$ cat config.mk
export PLATFORM = sky130hd
export DESIGN_NAME = uart_rx_fifo_flat
export DESIGN_NICKNAME = d
export VERILOG_FILES = /design/src/rtl/uart_rx_fifo_if.sv /design/src/rtl/uart_rx_fifo.sv /design/src/flat_wrapper.sv
export SDC_FILE = /design/constraint.sdc
export NUM_CORES = 1
export LEC_CHECK = 0
export CAP_MARGIN = 20
export CORE_ASPECT_RATIO = 0.5
export CORE_UTILIZATION = 59
export CTS_CLUSTER_SIZE = 20
export DETAILED_ROUTE_END_ITERATION = 10
export GPL_TIMING_DRIVEN = 1
export PLACE_DENSITY_LB_ADDON = 0.12
export SLEW_MARGIN = 40
export SYNTH_ARGS = -nofsm -noshare
export SYNTH_HDL_FRONTEND = slang
export SYNTH_SLANG_ARGS = --single-unit
export TNS_END_PERCENT = 100
$ cat constraint.sdc
create_clock -name clk -period 3.5 [get_ports clk]
set_input_delay 0.525 -clock clk [delete_from_list [all_inputs] [get_ports clk]]
set_output_delay 0.525 -clock clk [all_outputs]
set_load 0.02 [all_outputs]
$ cat src/rtl/uart_rx_fifo_if.sv
// Show-ahead pop port of the UART receive FIFO.
// The master side (the receiver) presents the head entry; the slave side accepts it.
interface uart_rx_fifo_if #(
  parameter int unsigned DATA_BITS = 8
);
  logic                 rd_valid;
  logic                 rd_ready;
  logic [DATA_BITS-1:0] rd_data;

  modport master (
    output rd_valid,
    output rd_data,
    input  rd_ready
  );

  modport slave (
    input  rd_valid,
    input  rd_data,
    output rd_ready
  );
endinterface

$ cat src/rtl/uart_rx_fifo.sv
// UART receiver with a 2-flop synchroniser and a mid-bit sampling FSM.
// Good frames are pushed into a circular FIFO with a valid/ready pop port.
module uart_rx_fifo #(
  parameter int unsigned DATA_BITS    = 8,
  parameter int unsigned CLKS_PER_BIT = 868,
  parameter int unsigned PARITY_MODE  = 1,
  parameter int unsigned STOP_BITS    = 1,
  parameter int unsigned FIFO_DEPTH   = 4
) (
  input  logic                        clk,
  input  logic                        rst_n,
  input  logic                        rx,
  input  logic                        ovf_clr,
  uart_rx_fifo_if.master              rd,
  output logic [$clog2(FIFO_DEPTH):0] fill_level,
  output logic                        overflow,
  output logic                        parity_err,
  output logic                        frame_err,
  output logic                        busy
);

  localparam int unsigned CntW = $clog2(CLKS_PER_BIT);
  localparam int unsigned IdxW = $clog2(DATA_BITS);
  localparam int unsigned PtrW = $clog2(FIFO_DEPTH);
  localparam int unsigned LvlW = PtrW + 1;

  localparam logic [CntW-1:0] HalfCnt  = CntW'(CLKS_PER_BIT / 2 - 1);
  localparam logic [CntW-1:0] LastCnt  = CntW'(CLKS_PER_BIT - 1);
  localparam logic [IdxW-1:0] LastIdx  = IdxW'(DATA_BITS - 1);
  localparam logic            LastStop = 1'(STOP_BITS - 1);
  localparam logic [LvlW-1:0] FullLvl  = LvlW'(FIFO_DEPTH);

  typedef enum logic [2:0] {
    StIdle,
    StStart,
    StData,
    StParity,
    StStop
  } state_e;

  // Synchroniser
  logic rx_q1, rx_s;

  always_ff @(posedge clk or negedge rst_n) begin
    if (!rst_n) begin
      rx_q1 <= 1'b1;
      rx_s  <= 1'b1;
    end else begin
      rx_q1 <= rx;
      rx_s  <= rx_q1;
    end
  end

  // Receive FSM
  state_e               state_q, state_d;
  logic [CntW-1:0]      cnt_q, cnt_d;
  logic [IdxW-1:0]      idx_q, idx_d;
  logic                 stop_idx_q, stop_idx_d;
  logic [DATA_BITS-1:0] shift_q, shift_d;
  logic                 bad_par_q, bad_par_d;
  logic                 bad_stop_q, bad_stop_d;
  logic                 frame_done;
  logic                 exp_par;
  logic                 stop_bad;
  logic                 push;

  assign exp_par = (PARITY_MODE == 2) ? ~^shift_q : ^shift_q;

  always_comb begin
    state_d    = state_q;
    cnt_d      = cnt_q;
    idx_d      = idx_q;
    stop_idx_d = stop_idx_q;
    shift_d    = shift_q;
    bad_par_d  = bad_par_q;
    bad_stop_d = bad_stop_q;
    frame_done = 1'b0;

    unique case (state_q)
      StIdle: begin
        if (!rx_s) begin
          state_d = StStart;
          cnt_d   = '0;
        end
      end

      StStart: begin
        if (cnt_q == HalfCnt) begin
          if (rx_s) begin
            // Start bit gone high by mid-bit: a glitch, not a frame.
            state_d = StIdle;
          end else begin
            state_d    = StData;
            cnt_d      = '0;
            idx_d      = '0;
            stop_idx_d = 1'b0;
            bad_par_d  = 1'b0;
            bad_stop_d = 1'b0;
          end
        end else begin
          cnt_d = cnt_q + 1'b1;
        end
      end

      StData: begin
        if (cnt_q == LastCnt) begin
          cnt_d          = '0;
          shift_d[idx_q] = rx_s;
          if (idx_q == LastIdx) begin
            state_d = (PARITY_MODE != 0) ? StParity : StStop;
          end else begin
            idx_d = idx_q + 1'b1;
          end
        end else begin
          cnt_d = cnt_q + 1'b1;
        end
      end

      StParity: begin
        if (cnt_q == LastCnt) begin
          cnt_d     = '0;
          bad_par_d = (rx_s != exp_par);
          state_d   = StStop;
        end else begin
          cnt_d = cnt_q + 1'b1;
        end
      end

      StStop: begin
        if (cnt_q == LastCnt) begin
          cnt_d = '0;
          if (!rx_s) begin
            bad_stop_d = 1'b1;
          end
          // Return to idle at mid-stop so a fast sender's next start is caught.
          if (stop_idx_q == LastStop) begin
            frame_done = 1'b1;
            state_d    = StIdle;
          end else begin
            stop_idx_d = stop_idx_q + 1'b1;
          end
        end else begin
          cnt_d = cnt_q + 1'b1;
        end
      end

      default: state_d = StIdle;
    endcase
  end

  always_ff @(posedge clk or negedge rst_n) begin
    if (!rst_n) begin
      state_q    <= StIdle;
      cnt_q      <= '0;
      idx_q      <= '0;
      stop_idx_q <= 1'b0;
      shift_q    <= '0;
      bad_par_q  <= 1'b0;
      bad_stop_q <= 1'b0;
    end else begin
      state_q    <= state_d;
      cnt_q      <= cnt_d;
      idx_q      <= idx_d;
      stop_idx_q <= stop_idx_d;
      shift_q    <= shift_d;
      bad_par_q  <= bad_par_d;
      bad_stop_q <= bad_stop_d;
    end
  end

  // The final stop sample is folded in directly since bad_stop_q has not yet seen it.
  assign stop_bad = bad_stop_q | ~rx_s;
  assign push     = frame_done & ~stop_bad & ~bad_par_q;

  logic parity_err_q, frame_err_q;

  always_ff @(posedge clk or negedge rst_n) begin
    if (!rst_n) begin
      parity_err_q <= 1'b0;
      frame_err_q  <= 1'b0;
    end else begin
      frame_err_q  <= frame_done & stop_bad;
      parity_err_q <= frame_done & ~stop_bad & bad_par_q;
    end
  end

  assign parity_err = parity_err_q;
  assign frame_err  = frame_err_q;
  assign busy       = (state_q != StIdle);

  // FIFO
  logic [DATA_BITS-1:0] mem_q [FIFO_DEPTH];
  logic [PtrW-1:0]      wr_ptr_q, rd_ptr_q;
  logic [LvlW-1:0]      count_q, count_d;
  logic                 overflow_q, overflow_d;
  logic                 pop, full, wr_en, ovf_set;

  always_comb begin
    pop     = (count_q != '0) & rd.rd_ready;
    full    = (count_q == FullLvl);
    wr_en   = push & (~full | pop);
    ovf_set = push & full & ~pop;

    count_d = count_q;
    if (wr_en && !pop) begin
      count_d = count_q + 1'b1;
    end else if (!wr_en && pop) begin
      count_d = count_q - 1'b1;
    end

    // A set in the same cycle as a clear wins.
    overflow_d = overflow_q;
    if (ovf_set) begin
      overflow_d = 1'b1;
    end else if (ovf_clr) begin
      overflow_d = 1'b0;
    end
  end

  always_ff @(posedge clk or negedge rst_n) begin
    if (!rst_n) begin
      for (int i = 0; i < int'(FIFO_DEPTH); i++) begin
        mem_q[i] <= '0;
      end
      wr_ptr_q   <= '0;
      rd_ptr_q   <= '0;
      count_q    <= '0;
      overflow_q <= 1'b0;
    end else begin
      if (wr_en) begin
        mem_q[wr_ptr_q] <= shift_q;
        wr_ptr_q        <= wr_ptr_q + 1'b1;
      end
      if (pop) begin
        rd_ptr_q <= rd_ptr_q + 1'b1;
      end
      count_q    <= count_d;
      overflow_q <= overflow_d;
    end
  end

  assign rd.rd_valid = (count_q != '0);
  assign rd.rd_data  = mem_q[rd_ptr_q];
  assign fill_level  = count_q;
  assign overflow    = overflow_q;

endmodule

$ cat src/flat_wrapper.sv
// flat-port wrapper written by rule: the top's interface ports become plain ports
module uart_rx_fifo_flat 
#(
  parameter int unsigned DATA_BITS    = 8,
  parameter int unsigned CLKS_PER_BIT = 868,
  parameter int unsigned PARITY_MODE  = 1,
  parameter int unsigned STOP_BITS    = 1,
  parameter int unsigned FIFO_DEPTH   = 4
)
  (clk, rst_n, rx, ovf_clr, fill_level, overflow, parity_err, frame_err, busy, rd_rd_valid, rd_rd_data, rd_rd_ready);
  uart_rx_fifo_if #(.DATA_BITS(DATA_BITS)) rd_i ();
  input  logic clk;
  input  logic rst_n;
  input  logic rx;
  input  logic ovf_clr;
  output logic [$clog2(FIFO_DEPTH):0] fill_level;
  output logic overflow;
  output logic parity_err;
  output logic frame_err;
  output logic busy;
  output wire logic [$bits(rd_i.rd_valid)-1:0] rd_rd_valid;
  output wire logic [$bits(rd_i.rd_data)-1:0] rd_rd_data;
  input wire logic [$bits(rd_i.rd_ready)-1:0] rd_rd_ready;
  assign rd_rd_valid = rd_i.rd_valid;
  assign rd_rd_data = rd_i.rd_data;
  assign rd_i.rd_ready = rd_rd_ready;
  uart_rx_fifo #(.DATA_BITS(DATA_BITS), .CLKS_PER_BIT(CLKS_PER_BIT), .PARITY_MODE(PARITY_MODE), .STOP_BITS(STOP_BITS), .FIFO_DEPTH(FIFO_DEPTH)) u_core (.clk(clk), .rst_n(rst_n), .rx(rx), .ovf_clr(ovf_clr), .rd(rd_i), .fill_level(fill_level), .overflow(overflow), .parity_err(parity_err), .frame_err(frame_err), .busy(busy));
endmodule
Word level (Yosys, flattened, before mapping)
Cells that the tools add are included.

Flip-flop bits (word level): 71. Bits in latches: 0. RAM bits: 0. ROM bits: 0. Bits of input ports: 5. Output and inout port bits: 16. Logic and storage cells: 134. Memories: 0.

Add/sub/neg operators: 7. Multipliers: 0. Div/mod/pow operators: 0. $lt $le $gt $ge: 5. Equality and inequality tests: 19. Shift operators: 0. Mux-type cells: 44. Bitwise operators: 17. Reduce and logical (&&, ||, !) cells: 23.

Operators with widths (count): 2-to-1 mux 3 bit (13); bitwise mux 32 bit (1); 2-to-1 mux 10 bit (3); one-hot mux 10 bit (3 select lines) (1); 2-to-1 mux 8 bit (3); binary-select mux 8 bit (select 2 bit) (1); demux 8 bit (select 2 bit) (1); one-hot mux 3 bit (5 select lines) (1); 2-to-1 mux 1 bit (13); adder 10 x 1 -> 10 bit (second input constant) (1); equality test 10 bit (second input constant) (1); equality test 10 x 9 -> 1 bit (second input constant) (1); inequality test 2 x 1 -> 1 bit (second input constant) (5); inequality test 2 bit (second input constant) (5); AND reduction 5 bit (2); nonzero test 2 bit (5); equality test 3 bit (second input constant) (3); nonzero test 3 bit (3); bitwise AND 1 bit (8); bitwise mux 8 bit (1); AND reduction 4 bit (2); XOR reduction 8 bit (1); AND reduction 7 bit (1); adder 3 x 1 -> 3 bit (second input constant) (2); 22 further kinds (37).

Longest topological paths before layout
Word-level depth: 10. Mapped depth: 11. Mapped depth without buffers: 10.

Worst setup path after synthesis
No wires, ideal clock.

Path kind: reg-to-reg. Start point: register u_core.rx_s. End point: register u_core.count_q[2] (netlist: u_core.fill_level[2]). Setup time: 80 ps. Arrival: 2586 ps. Data required time: 3420 ps. Setup slack: 834 ps. Cell stages (with the launch flop): 11. Path buffers: 1. Clock period less this slack: 2666 ps. Cells stage by stage: dfstp_2 > clkbuf_1 > nor2b_1 > nor4b_4 > and2_1 > ha_1 > inv_1 > fa_1 > xor2_1 > nor2_1 > xor2_1.

Longest elaborated chain between the ends: 9. Elaborated cells on any way between the ends: 11. Those cells by class: mux: 1; bitwise: 6; reduce/logical: 4.

RTL lines: start, declared (RTL line uart_rx_fifo.sv:42) `logic rx_q1, rx_s;`; start signal, assigned (RTL line uart_rx_fifo.sv:50) `rx_s <= rx_q1;`; inverter 1 bit * (RTL line uart_rx_fifo.sv:172) `assign stop_bad = bad_stop_q | ~rx_s;`; OR 1 bit * (RTL line uart_rx_fifo.sv:172); inverter 1 bit * (RTL line uart_rx_fifo.sv:173) `assign push = frame_done & ~stop_bad & ~bad_par_q;`; bitwise AND 1 bit * (2 in a row) (RTL line uart_rx_fifo.sv:173); bitwise AND 1 bit * (RTL line uart_rx_fifo.sv:201) `wr_en = push & (~full | pop);`; via u_core.wr_en (RTL line uart_rx_fifo.sv:196) `logic pop, full, wr_en, ovf_set;`; zero test 1 bit (RTL line uart_rx_fifo.sv:207) `end else if (!wr_en && pop) begin`; logical AND 1 bit (RTL line uart_rx_fifo.sv:207); nonzero test 2 bit (no line); end signal, assigned (RTL line uart_rx_fifo.sv:237) `count_q <= count_d;`; end, declared (RTL line uart_rx_fifo.sv:194) `logic [LvlW-1:0] count_q, count_d;`.

The timed path passes the listed nets; every way through them passes the cells marked *. A chain may end at the register's enable or synchronous reset.

Worst setup path after layout
Start point: register u_core.cnt_q[0]. End point: register u_core.count_q[2] (netlist: u_core.fill_level[2]).

Longest elaborated chain between the ends: 9. Elaborated cells on any way between the ends: 11. Those cells by class: eq/ne: 1; mux: 3; bitwise: 3; reduce/logical: 4.

RTL lines: start, declared (RTL line uart_rx_fifo.sv:56) `logic [CntW-1:0] cnt_q, cnt_d;`; start signal, assigned (RTL line uart_rx_fifo.sv:162) `cnt_q <= cnt_d;`; equality test 10 bit * (RTL line uart_rx_fifo.sv:130) `if (cnt_q == LastCnt) begin`; 2-to-1 mux 1 bit * (RTL line uart_rx_fifo.sv:130); 2-to-1 mux 1 bit * (RTL line uart_rx_fifo.sv:79) `unique case (state_q)`; bitwise AND 1 bit * (2 in a row) (RTL line uart_rx_fifo.sv:173); bitwise AND 1 bit * (RTL line uart_rx_fifo.sv:201); via u_core.wr_en (RTL line uart_rx_fifo.sv:196); zero test 1 bit (RTL line uart_rx_fifo.sv:207); logical AND 1 bit (RTL line uart_rx_fifo.sv:207); nonzero test 2 bit (no line).

Marks and branches as above.

==> flow_summary.ini <==
[setup_path]
critPathTopFamily = simple AND/OR/NAND/NOR gates
cp_slowest_cell = and3_1
critPathArrivalTime_ns = 3.10
r2r_start = u_core.cnt_q[0]$_DFFE_PN0P_
start_kind = flip-flop
critPathMaxStageDelay_ns = 0.45
worstPathMaxFanout = 8
path_class = reg2reg
cp_cell_sequence = ha_1 -> nor2b_1 -> and3_1 -> and2_1 -> ha_1 -> inv_1 -> fa_1 -> xor2_1 -> nor2_1 -> xor2_1
critPathLaunch = u_core.cnt_q[0]$_DFFE_PN0P_
cp.required_ns = 3.76
crit_buf_inv = 1
critPathCaptureType = flip-flop

[place]
dp.cells = 372
gp_congestion = 0.841
dp_hpwl_mm = 4.73
portBuffers = 20
dpl_worst_slack_ns = 0.513

[detailed_routing]
ant_nets = 0
wl_per_cell_um = 18.3
drc = 1
num_vias = 2364
drt-initial-drc-count = 115
drt_first_pass_iters = 7
routed_wl_mm = 7.10
avgViaCountPerCell = 6.09

[cts]
worstSkewPairLatency_ns = 0.34
path_clk_slew_ns = 0.06
cts_buffers = 9
clkSinkCount = 70
clockBufferDepth = 2
htree_levels = 3
cts_tree = built
ctsResizeCount = 0
cts-root-buf = clkbuf_16
ctsHoldBuffers = 0
postCtsSetupBuffers = 0

[hold_path]
hold_path.class = in2async

[sta]
fin_ws_ns = 0.659
finalSetupViolCount = 0
min_period_ns = 2.84
rsz0062_at_grt = false
maxSlewViolCount = 0
slew_headroom_pct = 44.6
fin_worst_skew_ns = 0.00987
fmax_ghz = 0.352
fin_crit_sh_pct = 81.2
fin_tns_setup_ns = 0
hold_viol = 0
tightest_slew_ns = 0.831

[global_route]
grt_pass1_wl_mm = 11.9
grt_pass1_vias = 2399
grtUsageTotal_pct = 25.6
grt_max_degree = 51
grt_overflow = 0
antenna_found_initial = 0

[floorplan]
rows = 19
ios = 21
dieWidth_um = 112
core_area_um2 = 5630
fp.dieH_um = 56.9
dieArea_um2 = 6360
start_util_pct = 63.1

[finish]
layout-drive-gt1-share_pct = 27.3
fillCellCount = 383
ff_latch_area_um2 = 1750
finalNonFillerCells = 388
n_antenna_cell = 0
nets = 325
multi_input_area_um2 = 1710
syn_to_final_growth_pct = 17.8

[yosys]
synthesis.area_um2 = 3560
ys_top_cells_by_area = dfrtp_1 (48%), mux2_2 (13%), mux4_2 (5.1%)
yosysWarnings = 0
syn_inst = 287
synth_cell_type_count = 55
synth-edff-count = 0
synthFlopType = dfrtp_1
synth_top_area_share_pct = 47.8
yosysSeqAreaShare_pct = 49.3
ys_seq_elements = 70
synth_async_sr_flop_share_pct = 100
synth_top_cell_by_area = dfrtp_1
syn-num-nets = 302
synth.avg_cell_area_um2 = 12.4

[power]
p_leak_nw = 1.90
ir_drop_v = 0.000330
p_per_area_nw_per_um2 = 455

[flow_run]
cap_viol_max_count = 0

[outcome]
status = finished, violations left
violations = DRC
[synthesized netlist by cell type (3+ instances only)]
master    instances
o21ai_0          12
xnor2_1          10
a22oi_1           4
clkbuf_1         10
nand3_2           4
a21oi_1           3
nor4_1            8
dfrtp_1          68
mux2i_1           5
inv_1            13
or3_1             5
and2_1            3
or2_2             3
nor2_1            5
mux2_2           41
nand2_1          13
ha_1              9
nor3_1            9
mux4_2            8
nand3_1           7
xor2_1            5
[layer usage]
| layer | part of all wire (%) | vias up | track usage [%] |
|---|---|---|---|
| li1 | - | 1111 | - |
| met1 | 46 | 1203 | 31.2 |
| met3 | 3.8 | 7 | 8.86 |
| met2 | 50 | 43 | 42.0 |
| met4 | 0.96 | 0 | 11.4 |
| met5 | 0 | - | 0 |
[metrics by stage]
step,hold WS (ns),total power (W),area [µm²],util (%)
floorplan,0.229,0.000833,3560,-
global placement,0.347,0.000855,3830,67.9
detailed placement,0.349,0.000856,3830,68.0
CTS,0.214,0.00193,4190,74.3
global route,0.257,0.00196,4190,74.4
finish,0.205,0.00191,4190,74.4
[cell type report]
type	instances	area share, %
inverter	13	1.16
multi-input combinational	192	40.9
timing repair buffer	24	5.43
clock inverter	6	2.78
tap	73	2.18
sequential	70	41.9
clock buffer	10	5.70
[path summary, 6_finish.rpt]
check,endpoint,slack (ns),depth (start not counted)
max,u_core.fill_level[2]$_DFFE_PN0P_,0.66,10
max reg2reg,u_core.fill_level[2]$_DFFE_PN0P_,0.66,10
max in group asynchronous,u_core.rx_s$_DFF_PN1_,2.64,2
min,u_core.mem_q[25]$_DFFE_PN0P_,0.20,1
min reg2reg,u_core.rx_s$_DFF_PN1_,0.36,0
min in group clk,u_core.rx_s$_DFF_PN1_,0.36,0
[layout by cell type, fill, tap and decap left out, types with 3 or more instances in the layout]
cell,synthesis,final
nor2_1,5,5
xor2_1,5,5
bufinv_16,0,3
mux2i_1,5,5
nand2_1,13,13
or2_2,3,3
buf_4,0,5
clkdlybuf4s50_1,0,19
and2_1,3,3
nor3_1,9,9
mux4_2,8,8
a21oi_1,3,3
dfrtp_1,68,68
inv_1,13,13
xnor2_1,10,10
o21ai_0,12,12
a22oi_1,4,4
mux2_2,41,41
or3_1,5,5
nand3_1,7,7
ha_1,9,9
nand3_2,4,4
nor4_1,8,8
clkbuf_16,0,9
[kinds of logic (layout without fill, tap and decap cells)]
family	count (synthesis)	count (layout)	share of synthesized area [%]
AND/OR/NAND/NOR	77	77	13.9
flip-flops	70	70	49.3
multiplexers	54	54	19.5
AO/OA/AOI/OAI	35	35	6.65
buffers and inverters	25	53	2.67
XOR/XNOR	16	16	4.33
adder cells (fa/ha/maj)	10	10	3.73
[state kept, by name (all words and copies together) (netlist names)]
| name | count |
|---|---|
| u_core.mem_q | 32 |
| u_core.cnt_q | 10 |
| u_core.shift_q | 8 |
| u_core.parity_err | 1 |
| u_core.overflow | 1 |
| u_core.fill_level | 3 |
| u_core.frame_err | 1 |
| u_core.rx_s | 1 |
| u_core.bad_stop_q | 1 |
| u_core.rx_q1 | 1 |
| u_core.rd_ptr_q | 2 |
| u_core.wr_ptr_q | 2 |
| u_core.bad_par_q | 1 |
| u_core.state_q | 3 |
| u_core.idx_q | 3 |
[where the power goes]
group	internal [W]	total, W	switching [W]	leakage (nW)
sequential	0.000812	0.000815	0.00000329	0.946
combinational	0.00000769	0.0000256	0.0000179	0.783
clock	0.000720	0.00107	0.000347	0.173
total	0.00154	0.00191	0.000368	1.90
Power figures use the tool's default switching activity.
